[config.mk]
export PLATFORM = sky130hd
export DESIGN_NAME = mem_responder
export DESIGN_NICKNAME = d
export VERILOG_FILES = /design/src/rtl/sam_pkg.sv /design/src/rtl/mem_resp_ram.sv /design/src/rtl/mem_responder.sv
export SDC_FILE = /design/constraint.sdc
export NUM_CORES = 2
export LEC_CHECK = 0
export CORE_ASPECT_RATIO = 1.4
export CORE_MARGIN = 5
export CORE_UTILIZATION = 40
export CTS_CLUSTER_SIZE = 8
export DETAILED_ROUTE_END_ITERATION = 10
export SLEW_MARGIN = 10
export SYNTH_ARGS = -nofsm -noshare
export SYNTH_HDL_FRONTEND = slang
export SYNTH_SLANG_ARGS = --single-unit
[constraint.sdc]
create_clock -name clk -period 5.1 [get_ports clk]
set_input_delay 1.53 -clock clk [delete_from_list [all_inputs] [get_ports clk]]
set_output_delay 1.53 -clock clk [all_outputs]
set_load 0.01 [all_outputs]
[src/rtl/sam_pkg.sv]
// Shared types and constants for the memory responder and its RAM.
package sam_pkg;

  typedef enum logic [1:0] {
    IDLE = 2'd0,
    BUSY = 2'd1,
    DONE = 2'd2
  } state_t;

  localparam int WORD_W      = 16;
  localparam int MAX_LATENCY = 15;
  localparam int CNT_W       = $clog2(MAX_LATENCY + 1);

endpackage

[src/rtl/mem_resp_ram.sv]
// Single-port word array: synchronous write, asynchronous read of the addressed word.
module mem_resp_ram #(
  parameter int AW = 8,
  parameter int DW = 16
) (
  input  logic          clk,
  input  logic          i_we,
  input  logic [AW-1:0] i_addr,
  input  logic [DW-1:0] i_wdata,
  output logic [DW-1:0] o_rdata
);

  logic [DW-1:0] r_mem [2**AW];

  always_ff @(posedge clk) begin
    if (i_we) r_mem[i_addr] <= i_wdata;
  end

  assign o_rdata = r_mem[i_addr];

endmodule

[src/rtl/mem_responder.sv]
// Fixed-latency memory responder driving the controller's wait_ status.
// Define MEM_RESP_PARITY_EN to store an even-parity bit per word and flag read mismatches.
module mem_responder
  import sam_pkg::*;
#(
  parameter int AW      = 8,
  parameter int LATENCY = 2
) (
  input  logic              clk,
  input  logic              reset,
  input  logic              mem_rd,
  input  logic              mem_wr,
  input  logic [AW-1:0]     addr,
  input  logic [WORD_W-1:0] wdata,
  output logic [WORD_W-1:0] rdata,
  output logic              rdata_valid,
  output logic              wait_,
  output logic              parity_err
);

`ifdef MEM_RESP_PARITY_EN
  localparam int RAM_W = WORD_W + 1;
`else
  localparam int RAM_W = WORD_W;
`endif

  localparam logic [CNT_W-1:0] CNT_LOAD = CNT_W'(LATENCY - 1);

  state_t            r_state;
  state_t            w_nextState;
  logic [CNT_W-1:0]  r_cnt;
  logic [AW-1:0]     r_addr;
  logic [WORD_W-1:0] r_wdata;
  logic              r_isWrite;
  logic [WORD_W-1:0] r_rdata;
  logic              r_rdataValid;
  logic              r_wait;
  logic              w_accept;
  logic              w_finish;
  logic              w_ramWe;
  logic [RAM_W-1:0]  w_ramWdata;
  logic [RAM_W-1:0]  w_ramRdata;

  always_comb begin
    w_nextState = r_state;
    w_accept    = 1'b0;
    w_finish    = 1'b0;
    case (r_state)
      IDLE, DONE: begin
        if (mem_rd || mem_wr) begin
          w_nextState = BUSY;
          w_accept    = 1'b1;
        end else begin
          w_nextState = IDLE;
        end
      end
      BUSY: begin
        if (r_cnt == '0) begin
          w_nextState = DONE;
          w_finish    = 1'b1;
        end
      end
      default: w_nextState = IDLE;
    endcase
  end

  // A reset on the committing edge must leave the old word intact.
  assign w_ramWe = w_finish && r_isWrite && !reset;

`ifdef MEM_RESP_PARITY_EN
  assign w_ramWdata = {^r_wdata, r_wdata};
`else
  assign w_ramWdata = r_wdata;
`endif

  mem_resp_ram #(
    .AW (AW),
    .DW (RAM_W)
  ) u_ram (
    .clk     (clk),
    .i_we    (w_ramWe),
    .i_addr  (r_addr),
    .i_wdata (w_ramWdata),
    .o_rdata (w_ramRdata)
  );

  always_ff @(posedge clk) begin
    if (reset) begin
      r_state      <= IDLE;
      r_cnt        <= '0;
      r_wait       <= 1'b0;
      r_rdata      <= '0;
      r_rdataValid <= 1'b0;
    end else begin
      r_state      <= w_nextState;
      r_wait       <= (w_nextState == BUSY);
      r_rdataValid <= w_finish && !r_isWrite;
      if (w_accept) begin
        r_cnt <= CNT_LOAD;
      end else if (r_state == BUSY && r_cnt != '0) begin
        r_cnt <= r_cnt - 1'b1;
      end
      if (w_finish && !r_isWrite) r_rdata <= w_ramRdata[WORD_W-1:0];
    end
  end

  // Request fields are only consumed while BUSY, so they need no reset.
  always_ff @(posedge clk) begin
    if (w_accept) begin
      r_addr    <= addr;
      r_wdata   <= wdata;
      r_isWrite <= mem_wr;
    end
  end

`ifdef MEM_RESP_PARITY_EN
  logic r_parityErr;

  always_ff @(posedge clk) begin
    if (reset) begin
      r_parityErr <= 1'b0;
    end else begin
      r_parityErr <= w_finish && !r_isWrite && (^w_ramRdata);
    end
  end

  assign parity_err = r_parityErr;
`else
  assign parity_err = 1'b0;
`endif

  assign rdata       = r_rdata;
  assign rdata_valid = r_rdataValid;
  assign wait_       = r_wait;

endmodule

* Yosys cells after proc, flatten, opt, wreduce, memory -nomap -nowiden
Memories as Yosys holds them, arrays and structs flattened. A register that Yosys moved wholly into a read port is not among the register bits.
Index checks and enable logic that the tools add are counted.
** Storage, ports and cells
- Register bits after elaboration :: 33
- Memory bits (writable) :: 4096
- Bits of input ports :: 28
- Output and inout bits :: 19
- Logic and storage cells :: 37
- Memories :: 1
** Memory list
- u_ram.r_mem :: words 256, bits a word 16, rd ports 1, clocked after memory_dff 1, wr ports 1, line mem_resp_ram.sv:13 : logic [DW-1:0] r_mem [2**AW];
** Cells by class
- Add/subtract/negate cells :: 1
- Equal/unequal tests :: 3
- Mux-type cells :: 11
- Reduce and logical (&&, ||, !) cells :: 13
** Operators by type and width (count)
- 1-bit 2-to-1 mux :: 9
- 2-bit by 1-bit equality test with 1-bit output, second input constant :: 2
- 1-bit logical AND :: 4
- 4-bit logical NOT :: 1
- 2-bit case mux with 2 select lines :: 1
- 4-bit nonzero test :: 1
- 2-bit OR reduction :: 2
- 4-bit by 1-bit subtractor with 4-bit output, second input constant :: 1
- 2-bit equality test, second input constant :: 1
- 1-bit logical NOT :: 2
- 2-bit logical NOT :: 1
- 2-bit 2-to-1 mux :: 1
- 2-bit nonzero test :: 1
- 1-bit logical OR :: 1

* Logic depth before layout (Yosys ltp)
- Word-level depth :: 7
- Mapped depth :: 13
- Mapped depth without buffers :: 9

* Modules after synthesis
From an unflattened synthesis, not the netlist that was laid out.
** Second synthesis, totals
- Cells, all modules :: 6849
- Area, all modules :: 156869.2 sq um
** Modules (own cells, without submodules)
- mem_resp_ram :: times used 1, cells each 6711, area an instance 155078.7 sq um, sequential area each 122998.0 sq um
- mem_responder :: times used 1, cells each 138, area an instance 1790.5 sq um, sequential area each 1231.2 sq um

* Worst setup path before layout
OpenSTA, ideal clock, no wires.
- Path type :: flip-flop to flip-flop
- From :: register r_wdata[0]
- To :: memory u_ram.r_mem[0][0], data pin
- Library setup time :: 0.817 ns
- Data arrival time :: 3.228 ns
- Data required time :: 4.283 ns
- Slack :: 1.054 ns
- Cell stages (with the launch flop) :: 1
- Buffers on the path :: 0
- Clock period less this slack :: 4.046 ns
- Cell sequence :: edfxtp_1
** RTL lines
- start: declaration :: line mem_responder.sv:33 : logic [WORD_W-1:0] r_wdata;
- start signal: assignment :: line mem_responder.sv:111 : r_wdata <= wdata;
- end: declaration :: line mem_resp_ram.sv:13
No word-level cell before the write port.

==> key figures <==
Setup path
  • CP endpoint kind: register
  • CP Launch Type: register
  • CP peak stage delay: roughly 1000 ps
  • CP endpoint: rdata[0]
  • CP Launch Point: r_addr[1]
  • R2r setup slk: 100 ps
  • Critical path class: reg -> reg
  • Crit path max fanout: 55
  • Worst R2R Start: r_addr[1]
  • CP most frequent cell: buf_12
  • Delay-heaviest family, CP: simple AND/OR/NAND/NOR gates
  • CP cell instances: buf_12, buf_4, buf_12, mux4_2, o211ai_1, o21ai_1, or4_1, nor4_1, o32ai_1
  • CP Buf/Inv Count: 3
  • Worst reg2reg path depth: 9
  • Critical Path RT: 5860 ps
  • CP max-delay cell: nor4_1
  • Reg-to-Reg End: rdata[0]
  • Worst path arrival time: 5760 ps
  • Crit. path cell count: 9

Logic synthesis
  • Synth top area share: 77.8%
  • Synth async-reset ratio: 0%
  • Multiplexer share of the synthesized area: 14.5%
  • Net Count, Synth: around 7400
  • Flops & latches, synth: 4145
  • Post-Synth Simple-Gate Area: 2.48%
  • Sequential element share of the synthesized area: 78.1%
  • Syn avg cell area: 21.4 um^2
  • Largest family of logic cells by synthesized area: multiplexers
  • Post-Synth Adder-Cell Area: 0.00787%
  • Main synth FF type: edfxtp_1
  • Top-count cell post-synth: edfxtp_1
  • Synth area leaders: edfxtp_1, mux4_2, mux2i_1, o22ai_1, nor2_1
  • Synth cell count leaders: edfxtp_1, mux4_2, mux2i_1, nor2_1, o22ai_1
  • Area of the mapped netlist: between 150000 and 200000 um^2
  • XOR/XNOR Fraction of Synth Area: less than 1%
  • Post-Syn Instances: 7416
  • Netlist cell types: 82
  • Area leader, netlist: edfxtp_1
  • Compound-gate portion of the synthesized area: ~3.2%
  • Post-synth EDFFs: 4121
  • Synth warn: 0

Cells and area
  • Cell Count, Final, Fillers Out: 13600
  • Register area: 124000 um^2
  • Nets: 8250
  • Area Growth Syn to Fin: 16.3%
  • Final Instance Area: between 150000 and 200000 um^2
  • Share of cells above drive strength 1: 25.9%
  • # fillers: 32600
  • Area of the multi-input gates: 32300 um^2

Timing
  • Peak Freq: between 0.2 and 0.25 GHz
  • Final min period: 5000 ps
  • Final Worst Setup Slack: 101 ps
  • Fin crit share: 98.0%
  • Slew HR: under 10%
  • Clock skew: 60.7 ps
  • Final setup violation count: 0
  • RSZ-0062 raised after global routing: false
  • Worst slew pin tran: approximately 1400 ps
  • Pins Over Slew Limit: 0
  • Final Hold Vio Count: 0

Power
  • Pwr Total: just under 80 mW
  • Max IR drop VDD: 0.344 mV
  • Power Density: 424 nW/um^2
  • Lkg Pwr: around 59 nW

Route
  • DR vias: 81700
  • DRT Pass-1 Iters: 8
  • Drt drc: 0
  • DR iter-0 viols: 10100
  • Drt wl/cell: 35.2 um
  • Routed vias/inst: 6.01
  • Final WL: 479000 um
  • Post-route ant nets: 0

Floorplanning
  • Num ports: 47
  • Initial core utilization: roughly two fifths
  • Die width: 543 um
  • # rows: 274
  • Core Area: between 300000 and 400000 um^2
  • Die ar.: 410000 um^2
  • Die Ht: around 760 um

Hold path
  • Worst min path class: reg -> reg

Clock network
  • Post-CTS Setup Inserts: 0
  • Root buffer cell: clkbuf_16
  • CTS tree: done
  • Clock latency on the worst-skew pair: 960 ps
  • Clk buf depth: 4
  • Hold_buf cts: 0
  • Total CTS buffers: about 600
  • Clk slew on worst S/H paths: 50 ps
  • Clk sink count: 4145
  • Number of H-tree levels: 6
  • Post-cts sizing count: 0

GRT
  • Initial antenna violation count: 28
  • Maximum number of pins on one net before global-route repair: 180
  • Global-route wire length before repair: 663000 um
  • Vias in the first global route: 83500
  • Gr ovfl total: 0
  • Gr usage total: 22.9%

Place
  • Pre-CTS setup slack: between 300 and 400 ps
  • Gpl congestion: 0.930
  • Number of I/O port buffers: 45
  • Dpl cell area: 169000 um^2
  • Post-Place Cells: 12900
  • Post-DP HPWL: ~300000 um

Job
  • Max-cap violations: 0

Outcome
  • Outcome: finished clean
[layout by cell type, fill, tap and decap left out, drive strengths merged, types with 25 or more instances in the layout]
master and count:
nand3 89, clkbuf 686, edfxtp 4121, nor4 42
a21oi 70, o22ai 233, mux4 844, nor2 386
a22oi 145, a32oi 25, buf 596, mux2i 403
nand2 183, inv 25, o21ai 42, nor3 38
clkdlybuf4s50 44
[worst reg2reg max path, delay by kind of cell, from the launching register on]
family          cells  cell delay (ps)
buf+inv             3              820
simple gates        2             1640
flops               1              440
compound gates      3             1100
mux                 1              830
[layout make-up]
cell class	instances	area share (%)
multi-input combinational	2834	17.5
clock inverter	31	0.223
sequential	4145	67.2
tap	5244	3.55
antenna	9	0.0122
inverter	8	0.0190
clock buffer	686	8.40
timing repair buffer	640	3.13
[state kept, by name, summed over array words and instances (netlist names)]
signal       cells
wait_            1
r_wdata         16
u_ram.r_mem   4096
rdata           16
rdata_valid      1
r_cnt            4
r_isWrite        1
r_addr           8
r_state          2
[where the power goes]
group | internal (mW) | switching [mW]
clock network | 21.1 | 13.6
registers | 38.0 | 0.129
logic | 1.75 | 3.76
[logic make-up after synthesis]
kind of cell	after synthesis
adder cells (fa/ha/maj)	1
flip-flops	4145
multiplexers	1251
buffers and inverters	437
AO/OA/AOI/OAI	714
other	1
AND/OR/NAND/NOR	864
XOR/XNOR	3
[worst min-delay path by stage]
stage               depth (start not counted)  slack, ps        to  startpoint
floorplan                                   2        480  r_cnt[3]    r_cnt[3]
CTS                                         2        560  r_cnt[1]    r_cnt[1]
detailed placement                          2        560  r_cnt[1]    r_cnt[1]
global placement                            2        490  r_cnt[1]    r_cnt[1]
global route                                2        600  r_cnt[1]    r_cnt[1]
finish                                      2        580  r_cnt[3]    r_cnt[3]
[per-stage QoR]
step / util [%] / setup TNS (ps) / hold WS, ps
global route: 46.6 / 0 / 596
detailed placement: 42.5 / 0 / 561
finish: 46.6 / 0 / 582
CTS: 46.6 / 0 / 565
global placement: 42.5 / -2110 / 490
floorplan: - / 0 / 480
[per-layer routing]
| layer | routed length [um] | share of wire (%) | up-vias | global-route usage (%) |
|---|---|---|---|---|
| li1 | - | - | 32600 | - |
| met2 | 237000 | 50 | 4350 | 38.4 |
| met3 | 38600 | 8.1 | 1117 | 4.54 |
| met1 | 166000 | 35 | 43600 | 27.1 |
| met5 | 153 | 0.032 | - | 0 |
| met4 | 36800 | 7.7 | 22 | 14.7 |
(Power assumes the default switching activity.)
